--- config.mk ---
export PLATFORM = sky130hd
export DESIGN_NAME = hat_man_sprite_fetch
export DESIGN_NICKNAME = d
export VERILOG_FILES = /design/src/rtl/hat_man_sprite_fetch.sv
export SDC_FILE = /design/constraint.sdc
export NUM_CORES = 1
export LEC_CHECK = 0
export BUFFER_PORTS_ARGS = -buffer_cell sky130_fd_sc_hd__buf_2
export CAP_MARGIN = 10
export CORE_UTILIZATION = 45
export CTS_CLUSTER_SIZE = 20
export DETAILED_ROUTE_END_ITERATION = 10
export GPL_ROUTABILITY_DRIVEN = 0
export PLACE_DENSITY = 0.77
export SLEW_MARGIN = 20
export SYNTH_ARGS = -nofsm -noshare
export SYNTH_HDL_FRONTEND = slang
export SYNTH_SLANG_ARGS = --single-unit
--- constraint.sdc ---
create_clock -name Clk -period 1.68 [get_ports Clk]
set_input_delay 0.084 -clock Clk [delete_from_list [all_inputs] [get_ports Clk]]
set_output_delay 0.084 -clock Clk [all_outputs]
set_load 0.01 [all_outputs]
--- src/rtl/hat_man_sprite_fetch.sv ---
// Hat-man sprite fetch stage: box test, sprite ROM addressing with animation
// frame and optional horizontal mirror, and a fixed 3-cycle pipeline that
// returns a palette index qualified by sprite_on and a delayed blank.
// Optional feature macro: HAT_MAN_MIRROR_EN (mirror on facing_left when defined).
module hat_man_sprite_fetch #(
  parameter int unsigned SPR_W     = 32,
  parameter int unsigned SPR_H     = 32,
  parameter int unsigned FRAMES    = 4,
  parameter int unsigned FRAME_DIV = 8,
  parameter int unsigned ROM_AW    = 12
) (
  input  logic                      Clk,
  input  logic                      Reset,
  input  logic [9:0]                DrawX,
  input  logic [9:0]                DrawY,
  input  logic                      blank,
  input  logic                      vsync,
  input  logic [9:0]                SprX,
  input  logic [9:0]                SprY,
  input  logic                      moving,
  input  logic                      facing_left,
  output logic [ROM_AW-1:0]         rom_addr,
  input  logic [3:0]                rom_data,
  output logic [3:0]                index,
  output logic                      sprite_on,
  output logic                      blank_out,
  output logic [$clog2(FRAMES)-1:0] anim_frame
);

  localparam int unsigned XW = $clog2(SPR_W);
  localparam int unsigned YW = $clog2(SPR_H);
  localparam int unsigned FW = $clog2(FRAMES);
  localparam int unsigned DW = (FRAME_DIV > 1) ? $clog2(FRAME_DIV) : 1;

  // 11-bit operands so SprX + SPR_W past column 1023 cannot wrap to low X.
  logic [10:0] dx, dy, sx, sy;
  logic [10:0] x_end, y_end;
  logic        hit;
  logic [XW-1:0] relx;
  logic [YW-1:0] rely;
  logic [XW-1:0] col;
  logic [ROM_AW-1:0] addr_next;

  logic          hit_d1, hit_d2;
  logic          blank_d1, blank_d2;
  logic          vsync_prev;
  logic          vsync_fall;
  logic [DW-1:0] divider;

  assign dx    = {1'b0, DrawX};
  assign dy    = {1'b0, DrawY};
  assign sx    = {1'b0, SprX};
  assign sy    = {1'b0, SprY};
  assign x_end = sx + 11'(SPR_W);
  assign y_end = sy + 11'(SPR_H);

  // Only the low bits of the offsets ever reach the address; they equal the
  // low bits of the full 11-bit differences.
  assign relx = DrawX[XW-1:0] - SprX[XW-1:0];
  assign rely = DrawY[YW-1:0] - SprY[YW-1:0];

  // Stage 0: box test, column select and address formation.
  always_comb begin
    hit = (dx >= sx) && (dx < x_end) && (dy >= sy) && (dy < y_end);
`ifdef HAT_MAN_MIRROR_EN
    col = facing_left ? (XW'(SPR_W - 1) - relx) : relx;
`else
    col = relx;
`endif
    addr_next = hit ? ROM_AW'({anim_frame, rely, col}) : '0;
  end

`ifndef HAT_MAN_MIRROR_EN
  // Port kept for a stable interface; not used without the mirror feature.
  logic unused_facing_left;
  assign unused_facing_left = facing_left;
`endif

  assign vsync_fall = vsync_prev & ~vsync;

  // Cycles 1-2: register the ROM address and carry hit/blank alongside the read.
  always_ff @(posedge Clk) begin
    if (Reset) begin
      rom_addr <= '0;
      hit_d1   <= 1'b0;
      hit_d2   <= 1'b0;
      blank_d1 <= 1'b0;
      blank_d2 <= 1'b0;
    end else begin
      rom_addr <= addr_next;
      hit_d1   <= hit;
      hit_d2   <= hit_d1;
      blank_d1 <= blank;
      blank_d2 <= blank_d1;
    end
  end

  // Cycle 3: qualify ROM data; index 0 is the transparent key colour.
  always_ff @(posedge Clk) begin
    if (Reset) begin
      index     <= '0;
      sprite_on <= 1'b0;
      blank_out <= 1'b0;
    end else begin
      blank_out <= blank_d2;
      if (hit_d2 && blank_d2 && (rom_data != 4'd0)) begin
        sprite_on <= 1'b1;
        index     <= rom_data;
      end else begin
        sprite_on <= 1'b0;
        index     <= '0;
      end
    end
  end

  // Animation: step once every FRAME_DIV vsync falling edges while moving.
  // Updates land only on the edge cycle, i.e. inside vertical blank.
  always_ff @(posedge Clk) begin
    if (Reset) begin
      vsync_prev <= 1'b1;
      divider    <= '0;
      anim_frame <= '0;
    end else begin
      vsync_prev <= vsync;
      if (vsync_fall) begin
        if (moving) begin
          if (divider == DW'(FRAME_DIV - 1)) begin
            divider    <= '0;
            anim_frame <= anim_frame + FW'(1);
          end else begin
            divider <= divider + DW'(1);
          end
        end else begin
          divider    <= '0;
          anim_frame <= '0;
        end
      end
    end
  end

endmodule

* Yosys cells after proc, flatten, opt, wreduce, memory -nomap -nowiden *
Cells that the tools add are included.

storage, ports and cells
  bits in registers = 28
  input bits = 50
  output and inout bits = 20
  word-level logic and storage cells = 41

cells by class
  add/sub/neg operators = 6
  magnitude comparators = 4
  equality and inequality tests = 2
  mux-type cells = 5
  bitwise operators = 4
  reduce and logical (&&, ||, !) cells = 9

operators with widths
  cell                   count
  $add 10x6->11 const B  2
  $lt 10x11->1           2
  $ge 10x10->1           2
  $sub 5x5->5            2
  $mux 3                 2
  $logic_and 1x1->1      5
  $mux 2                 2
  $reduce_bool 4->1      1
  $reduce_or 2->1        2
  $add 3x1->3 const B    1
  $eq 3x3->1 const B     1
  $not 1->1              3
  $add 2x1->2 const B    1
  $ne 2x1->1 const B     1
  $reduce_and 2->1       1
  $and 1x1->1            1
  $mux 1                 1

* Depth between registers and ports, before layout *
Gate-level depths: netlist (run 1).

  word-level depth = 7
  depth in mapped cells = 10

* Worst setup path after synthesis (run 1) *
No wires, ideal clock.

  path kind = input-to-reg
  start = input port DrawX[0]
  end = register rom_addr[7]
  setup time = 0.118 ns
  data arrival time = 1.700 ns
  required time = 1.562 ns
  setup slack = -0.138 ns
  cell stages on the path = 10
  buffers on the path = 1
  cells stage by stage = inv_1 ha_1 inv_1 fa_1 a211o_1 a211oi_1 o311ai_0 nand4_2 buf_6 nor2_4

on the way
  cells in the longest elaborated chain, start to end = 6
  elaborated cells on any way between the ends = 7

RTL lines
  what                                                 line  RTL
  start, declared                                      14    input logic [9:0] DrawX,
  $lt 10x11->1 / $ge 10x10->1 (equally long branches)  64    hit = (dx >= sx) && (dx < x_end) && (dy >= sy) && (dy < y_end);
  $logic_and 1x1->1 * (3 in series)                    64
  $not 1->1 (no line) *                                n/a
  $reduce_or 2->1 (no line) *                          n/a
  end signal, assigned                                 90    rom_addr <= addr_next;
  end, declared                                        22    output logic [ROM_AW-1:0] rom_addr,

Every way passes the cells marked *; elsewhere a longest branch is shown, timed or not.
A chain may end at the register's enable or synchronous reset.

* Worst setup path after layout (run 1) *
  start = input port SprX[6]
  end = register rom_addr[6]

on the way
  cells in the longest elaborated chain, start to end = 7
  elaborated cells on any way between the ends = 8

RTL lines
  what                               line  RTL
  start, declared                    18    input logic [9:0] SprX,
  $add 10x6->11                      54    assign x_end = sx + 11'(SPR_W);
  $lt 10x11->1                       64
  $logic_and 1x1->1 * (3 in series)  64
  $not 1->1 (no line) *              n/a
  $reduce_or 2->1 (no line) *        n/a

Marked as above.

==> reports/summary.txt, run 1 <==
Longest Clk Path Bufs = 2
R2R Path End = divider[1]$_SDFFE_PP0P_
post-route ant nets = 0
Inserted Clock Buffers = 3
Crit path largest cell delay = 0.29 ns
worst hold start = rom_data[2]
Register Area = 560.5 µm²
CP startpoint = SprX[6]
sequential share of the synthesized area = 29.24%
Final Skew = 0.007175 ns
WL/cell = 11.92 µm
WHS Path Cells = 2
total track usage = 18.77%
Post-layout nets = 398
Die Ht = 67.27 µm
1st-iter DRT viols = 55
Via density = 4.964
share of cells above drive strength 1 = 45.02%
Setup Viol. Count Final = 0
Ant. Diodes = 0
# IOs = 70
cell row count = 23
final worst setup slack = 0.0001101 ns
Detailed Route WL = 4.302 mm
Mapped Area = 1917 µm²
min-delay worst type = in2reg
largest net degree at the start of global routing = 17
synth-to-layout area growth = 43.99%
Leak = 1.405 nW
fillers = 345
clock latency at the later pin of the worst-skew pair = 0.27 ns
Critical Path End Type = flip-flop
worst slew pin tran = 0.4629 ns
power per cell area = 626.7 nW/µm²
setup TNS = 0 ns
final critical-path required period = 1.680 ns
VDD IR max = 0.4443 mV
Post-synth EDFFs = 0
FMAX = 595.3 MHz
vias in the first global route = 1672
dpl ws = -0.3463 ns
clk slew on worst S/H paths = 0.09 ns
crit path kind = in2reg
hold endpoint = sprite_on$_SDFF_PP0_
Initial Utilization = 47.24%
Gate Count Post-Synth = 214
reg2reg path depth = 5
final hold vios = 0
Crit-path slowest cell = a211oi_2
status = finished, final reports clean
post-synthesis async set-or-reset flop share = 0%
global-route wire length before repair = 6.679 mm
# Max-Cap Violations = 0
CTS tree = done
Die Wd = 67.27 µm
warnings from Yosys = 0
number of synthesized register bits = 28
First-pass DRT Iterations = 4
worst reg2reg startpoint = divider[0]$_SDFFE_PP0P_
Core Box Area = 4058 µm²
period utilisation layout = 99.99%
DRC errors left = 0
initial antenna violation count = 0
area of the multi-input gates = 1401 µm²
Synth cell types = 42
FF-to-FF setup slack = 0.41 ns
via count = 1792
CP required = 1.89 ns
final non-filler cell total = 361
Worst Path Max Fanout = 6
number of cells after detailed placement = 355
Avg Cell Area, Syn = 8.957 µm²
Die ar. = 4525 µm²
Hold WS = 0.03791 ns
Final Max Slew Viols = 0
hpwl dp = 3.493 mm
cell family contributing the most delay on the critical path = compound AO/OA/AOI/OAI gates
critical path arrival = 1.89 ns
Top FF cell, synth = dfxtp_1
Max H-tree Level = 1
# hold bufs at CTS = 0
global route total overflow = 0
Worst setup SP type = input port
worst path bufs/invs = 2
Core Util, Final = 68.02%
I/O Buffers = 68
CTS sink cnt = 28
Slew headroom = 68.65%
CP Cell Sequence = buf_4, ha_4, nand3_4, xnor2_4, ha_4, a21oi_2, a21oi_2, a211oi_2, nand4_4, buf_6, nor2_2
Post-Syn Nets = 300
Clk Tree Root Cell = clkbuf_8
[layer usage]
layer  global-route usage (%)  wire, µm  vias to the layer above
met5                        0         0                        -
met4                    2.660        21                        0
met2                    37.25      2408                       45
met3                    3.378       153                        2
met1                    20.67      1719                      817
li1                         -         -                      928
[registers in the layout, summed over array words and instances (netlist names), 2 cells and up]
name and cells:
index 4, rom_addr 12, anim_frame 2, divider 3
[cells in the mapped netlist, types with 5 or more instances]
cell type  count  share of area, %
nand2_1        7               1.4
nor2_2         7               2.3
a21oi_1       14               3.7
nor2_1        10               2.0
xnor2_1        8               3.7
ha_1          34                22
and3_1         5               1.6
o21ai_0        6               1.6
inv_1         28               5.5
nand3_1       11               2.9
nor2b_1        9               2.9
a21o_1         6               2.3
dfxtp_1       28                29
nor3_1         5               1.3
[worst max path at each step]
stage,endpoint,depth (start not counted)
after floorplan,rom_addr[9]$_SDFF_PP0_,10
after global placement,rom_addr[2]$_SDFF_PP0_,10
after detailed placement,rom_addr[6]$_SDFF_PP0_,11
after CTS,rom_addr[6]$_SDFF_PP0_,11
after global routing,rom_addr[2]$_SDFF_PP0_,11
final,rom_addr[6]$_SDFF_PP0_,11
[power by group]
group | switching [W] | total (W) | internal (W)
clock | 0.000185 | 0.000504 | 0.000318
combinational | 0.000267 | 0.000548 | 0.000281
sequential | 0.00000365 | 0.000678 | 0.000674
[metrics by stage]
stage          total power [W]  cell area (µm²)
3_3_place_gp          0.001165             2529
3_5_place_dp          0.001179             2529
2_1_floorplan        0.0009833             1953
5_1_grt               0.001842             2760
4_1_cts               0.001697             2639
6_report              0.001730             2760
[kinds of logic after synthesis]
logic type / after synthesis / share of synthesized area (%)
buffers and inverters: 31 / 6.462
adders and majority gates: 36 / 24.28
xor gates and xnor gates: 10 / 4.570
and+or+nand+nor: 66 / 19.52
AOI/OAI and AO/OA: 43 / 15.93
DFF: 28 / 29.24
[cell usage in the layout, fill, tap and decap left out, drive strengths merged, types with 2 or more instances in the layout]
master / count
buf: 95
o21a: 2
nand4: 3
nand3: 11
a21oi: 14
and3: 5
dfxtp: 28
nand2: 7
a21o: 6
a211oi: 3
xnor2: 8
and3b: 2
o21bai: 2
o21ai: 6
xor2: 2
fa: 2
ha: 34
nor2b: 9
nor3: 5
inv: 29
nor2: 19
nand2b: 2
clkbuf: 3
[worst reg2reg max path: stages (launching register included)]
cell     delay [ns]
dfxtp_1        0.33
ha_1           0.20
ha_1           0.20
nor2b_1        0.22
nand3_1        0.10
a21oi_1        0.15
[cell type report]
class	instances	share of cell area, %
flip-flops and latches	28	20.31
inverters	29	3.944
well taps	50	2.267
multi-input cells	155	50.77
clock inverters	1	1.088
clock buffers	3	1.496
repair buffers	95	20.13
[repair_timing]
item,4_1_cts,5_1_grt
pin swaps,6,8
setup endpoints to repair,11,12
setup buffers,0,2
gates cloned,0,0
resized for setup,9,15
No activity file was read; power rests on OpenSTA's default activity.
==> run 2: changes to the inputs <==
--- a/config.mk
+++ b/config.mk
@@ -7,11 +7,11 @@
 export LEC_CHECK = 0
 export BUFFER_PORTS_ARGS = -buffer_cell sky130_fd_sc_hd__buf_2
 export CAP_MARGIN = 10
-export CORE_UTILIZATION = 45
+export CORE_MARGIN = 2
+export CORE_UTILIZATION = 30
 export CTS_CLUSTER_SIZE = 20
 export DETAILED_ROUTE_END_ITERATION = 10
 export GPL_ROUTABILITY_DRIVEN = 0
-export PLACE_DENSITY = 0.77
 export SLEW_MARGIN = 20
 export SYNTH_ARGS = -nofsm -noshare
 export SYNTH_HDL_FRONTEND = slang
==> constraint.sdc (replaced) <==
create_clock -name Clk -period 1.68 [get_ports Clk]
set_input_delay 0 -clock Clk [delete_from_list [all_inputs] [get_ports Clk]]
set_output_delay 0 -clock Clk [all_outputs]
set_load 0.01 [all_outputs]
==> run 2 against run 1 <==
Effect of this change: maximum frequency grew 3.8%; critical path depth is the same; clock skew shrank 0.0047 ns; via count is essentially flat; final area grew 0.86%; non-clock buffer count grew 10; largest cell class unchanged.
==> reports/summary.txt, run 2 (synthesis gave the netlist of run 1 again) <==
RSZ-0062 raised after global routing = true
First-pass DRT Iterations = 4 (unchanged)
Core Util, Final = 44.35% (-24 points)
Final Skew = 0.002441 ns (-0.004735 ns)
crit path kind = in2reg
via count = 1793 (+0.056%)
Critical Path End Type = flip-flop
# Max-Cap Violations = 0 (unchanged)
Via density = 4.505 (-9.2%)
worst reg2reg startpoint = blank_d2$_SDFF_PP0_
initial antenna violation count = 0 (unchanged)
largest net degree at the start of global routing = 16 (-1)
synth-to-layout area growth = 45.24%
worst slew pin tran = 0.4521 ns (-0.01078 ns)
Die Wd = 83.94 µm (+25%)
Crit-path slowest cell = ha_1
Slew headroom = 69.38% (+0.73 points)
Initial Utilization = 30.54% (-17 points)
total track usage = 12.49% (-6.3 points)
Max H-tree Level = 1 (unchanged)
WL/cell = 10.84 µm (-9.0%)
cell row count = 29 (+26%)
Clock Power Share = 25.2% (-3.9 points)
clock latency at the later pin of the worst-skew pair = 0.27 ns (about the same)
area of the multi-input gates = 1310 µm² (-6.5%)
Clk Tree Root Cell = clkbuf_8
Leak = 1.439 nW (+2.4%)
largest reg by FF count = rom_addr
placed inst area = 2571 µm² (+1.7%)
Comb power frac = 32.7% (+1.0 points)
vias in the first global route = 1828 (+9.3%)
Sw Share = 28.04% (+1.7 points)
VDD IR max = 0.3966 mV (-11%)
postcts setup bufs = 0 (unchanged)
design area = 2784 µm² (+0.86%)
CP required = 1.88 ns (about the same)
worst hold start = SprY[0]
Longest Clk Path Bufs = 2 (unchanged)
global-route wire length before repair = 7.410 mm (+11%)
Register Area = 560.5 µm² (unchanged)
1st-iter DRT viols = 32 (-42%)
max reg flops = 12 (unchanged)
FF-to-FF setup slack = 0.21 ns (-0.20 ns)
fillers = 636 (+84%)
CTS tree = done
Detailed Route WL = 4.315 mm (+0.30%)
most frequent cells in the layout = 67 x buf_2, 31 x ha_1, 29 x buf_4
share of cells above drive strength 1 = 40.50% (-4.5 points)
period utilisation layout = 96.30% (-3.7 points)
most common cell after layout, fill and taps aside = buf_2
Final Max Slew Viols = 0 (unchanged)
final hold vios = 0 (unchanged)
min-delay worst type = in2reg
Pint = 0.001158 W (-9.1%)
Worst setup SP type = input port
# IOs = 70 (unchanged)
FMAX = 618.1 MHz (+3.8%)
CP Cell Sequence = buf_2, nand3_2, xnor2_1, ha_1, a21o_1, a21oi_1, o21bai_1, a211oi_2, nand4_4, buf_12, nor3_2
Die ar. = 7045 µm² (+56%)
Post-layout nets = 408 (+2.5%)
sequential power share = 42.1% (+2.9 points)
Core Box Area = 6277 µm² (+55%)
I/O Buffers = 68 (unchanged)
post-route ant nets = 0 (unchanged)
global route total overflow = 0 (unchanged)
critical path arrival = 1.82 ns (-0.07 ns)
clk slew on worst S/H paths = 0.09 ns (about the same)
WHS Path Cells = 3 (+1)
reg2reg path depth = 4 (-1)
Top Registers = rom_addr x12, index x4, divider x3
DRC errors left = 0 (unchanged)
hpwl dp = 3.574 mm (+2.3%)
Worst Path Max Fanout = 8 (+2)
Inserted Clock Buffers = 3 (unchanged)
Ant. Diodes = 0 (unchanged)
hold endpoint = rom_addr[5]$_SDFF_PP0_
Die Ht = 83.94 µm (+25%)
CTS sink cnt = 28 (unchanged)
R2R Path End = sprite_on$_SDFF_PP0_
final critical-path required period = 1.618 ns (-0.06203 ns)
Crit path largest cell delay = 0.29 ns (about the same)
power per cell area = 578.2 nW/µm² (-7.7%)
Setup Viol. Count Final = 0 (unchanged)
status = finished, final reports clean
Switch Pwr = 0.0004513 W (-0.97%)
run 2: cell count changes in the layout (fill, tap and decap cells not counted), sizes merged:
cell,delta
buf,+2
bufinv,-1
clkbuf,+1
dlygate4sd3,+8
run 2: through the flow:
step	instances	setup WS (ns)	power [W]	hold WS (ns)	setup TNS, ns
after floorplan	214	0.0004273	0.0009686	0.1066	0
after global placement	386	-0.2660	0.001171	0.2128	-3.134
after detailed placement	386	-0.2571	0.001176	0.2170	-2.891
after CTS	398	0.01938	0.001603	0.03652	0
after global routing	398	-0.03502	0.001721	0.04284	-0.03502
final	398	0.06214	0.001610	0.04392	0
run 2: cell type report:
type,instances,area share [%]
multi-input combinational,155,47.06
timing repair buffer,105,23.46
sequential,28,20.13
tap,77,3.461
inverter,29,3.910
clock buffer,4,1.978
run 2: how the worst max path moves through the flow:
| stage | slack (ns) | startpoint | cells past startpoint | end |
|---|---|---|---|---|
| after floorplan | 0.0004 | DrawX[0] | 10 | rom_addr[7]$_SDFF_PP0_ |
| after global placement | -0.27 | DrawX[0] | 11 | rom_addr[2]$_SDFF_PP0_ |
| after detailed placement | -0.26 | DrawX[0] | 11 | rom_addr[2]$_SDFF_PP0_ |
| after CTS | 0.02 | DrawY[0] | 11 | rom_addr[8]$_SDFF_PP0_ |
| after global routing | -0.04 | SprY[6] | 11 | rom_addr[8]$_SDFF_PP0_ |
| final | 0.06 | SprY[6] | 11 | rom_addr[8]$_SDFF_PP0_ |
run 2: power by group through the flow:
| stage | registers, W | clock network, W | logic [W] |
|---|---|---|---|
| final | 0.000678 | 0.000405 | 0.000526 |
| after CTS | 0.000678 | 0.000427 | 0.000498 |
| after global placement | 0.000694 | 0 | 0.000477 |
| after detailed placement | 0.000694 | 0 | 0.000482 |
| after floorplan | 0.000696 | 0 | 0.000273 |
| after global routing | 0.000680 | 0.000447 | 0.000595 |
run 2: what timing repair did:
action	4_1_cts	5_1_grt
hold buffers	8	0
endpoints found under the hold margin	8	0
endpoints found under the setup margin	0	13
resized for setup	0	18
run 2: per-layer routing:
layer / wire length [µm] / vias up / track usage, %
met5: 0 / - / 0
met4: 34 / 0 / 2.346
met3: 294 / 4 / 2.868
met2: 2075 / 53 / 23.05
met1: 1911 / 787 / 14.76
li1: - / 949 / -
run 2: worst max-delay path, delay by kind of cell:
kind / cells / cell delay, ns
AO/OA/AOI/OAI: 4 / 0.69
XOR/XNOR: 1 / 0.13
adder cells (fa/ha/maj): 1 / 0.29
buffers and inverters: 2 / 0.31
AND/OR/NAND/NOR: 3 / 0.39
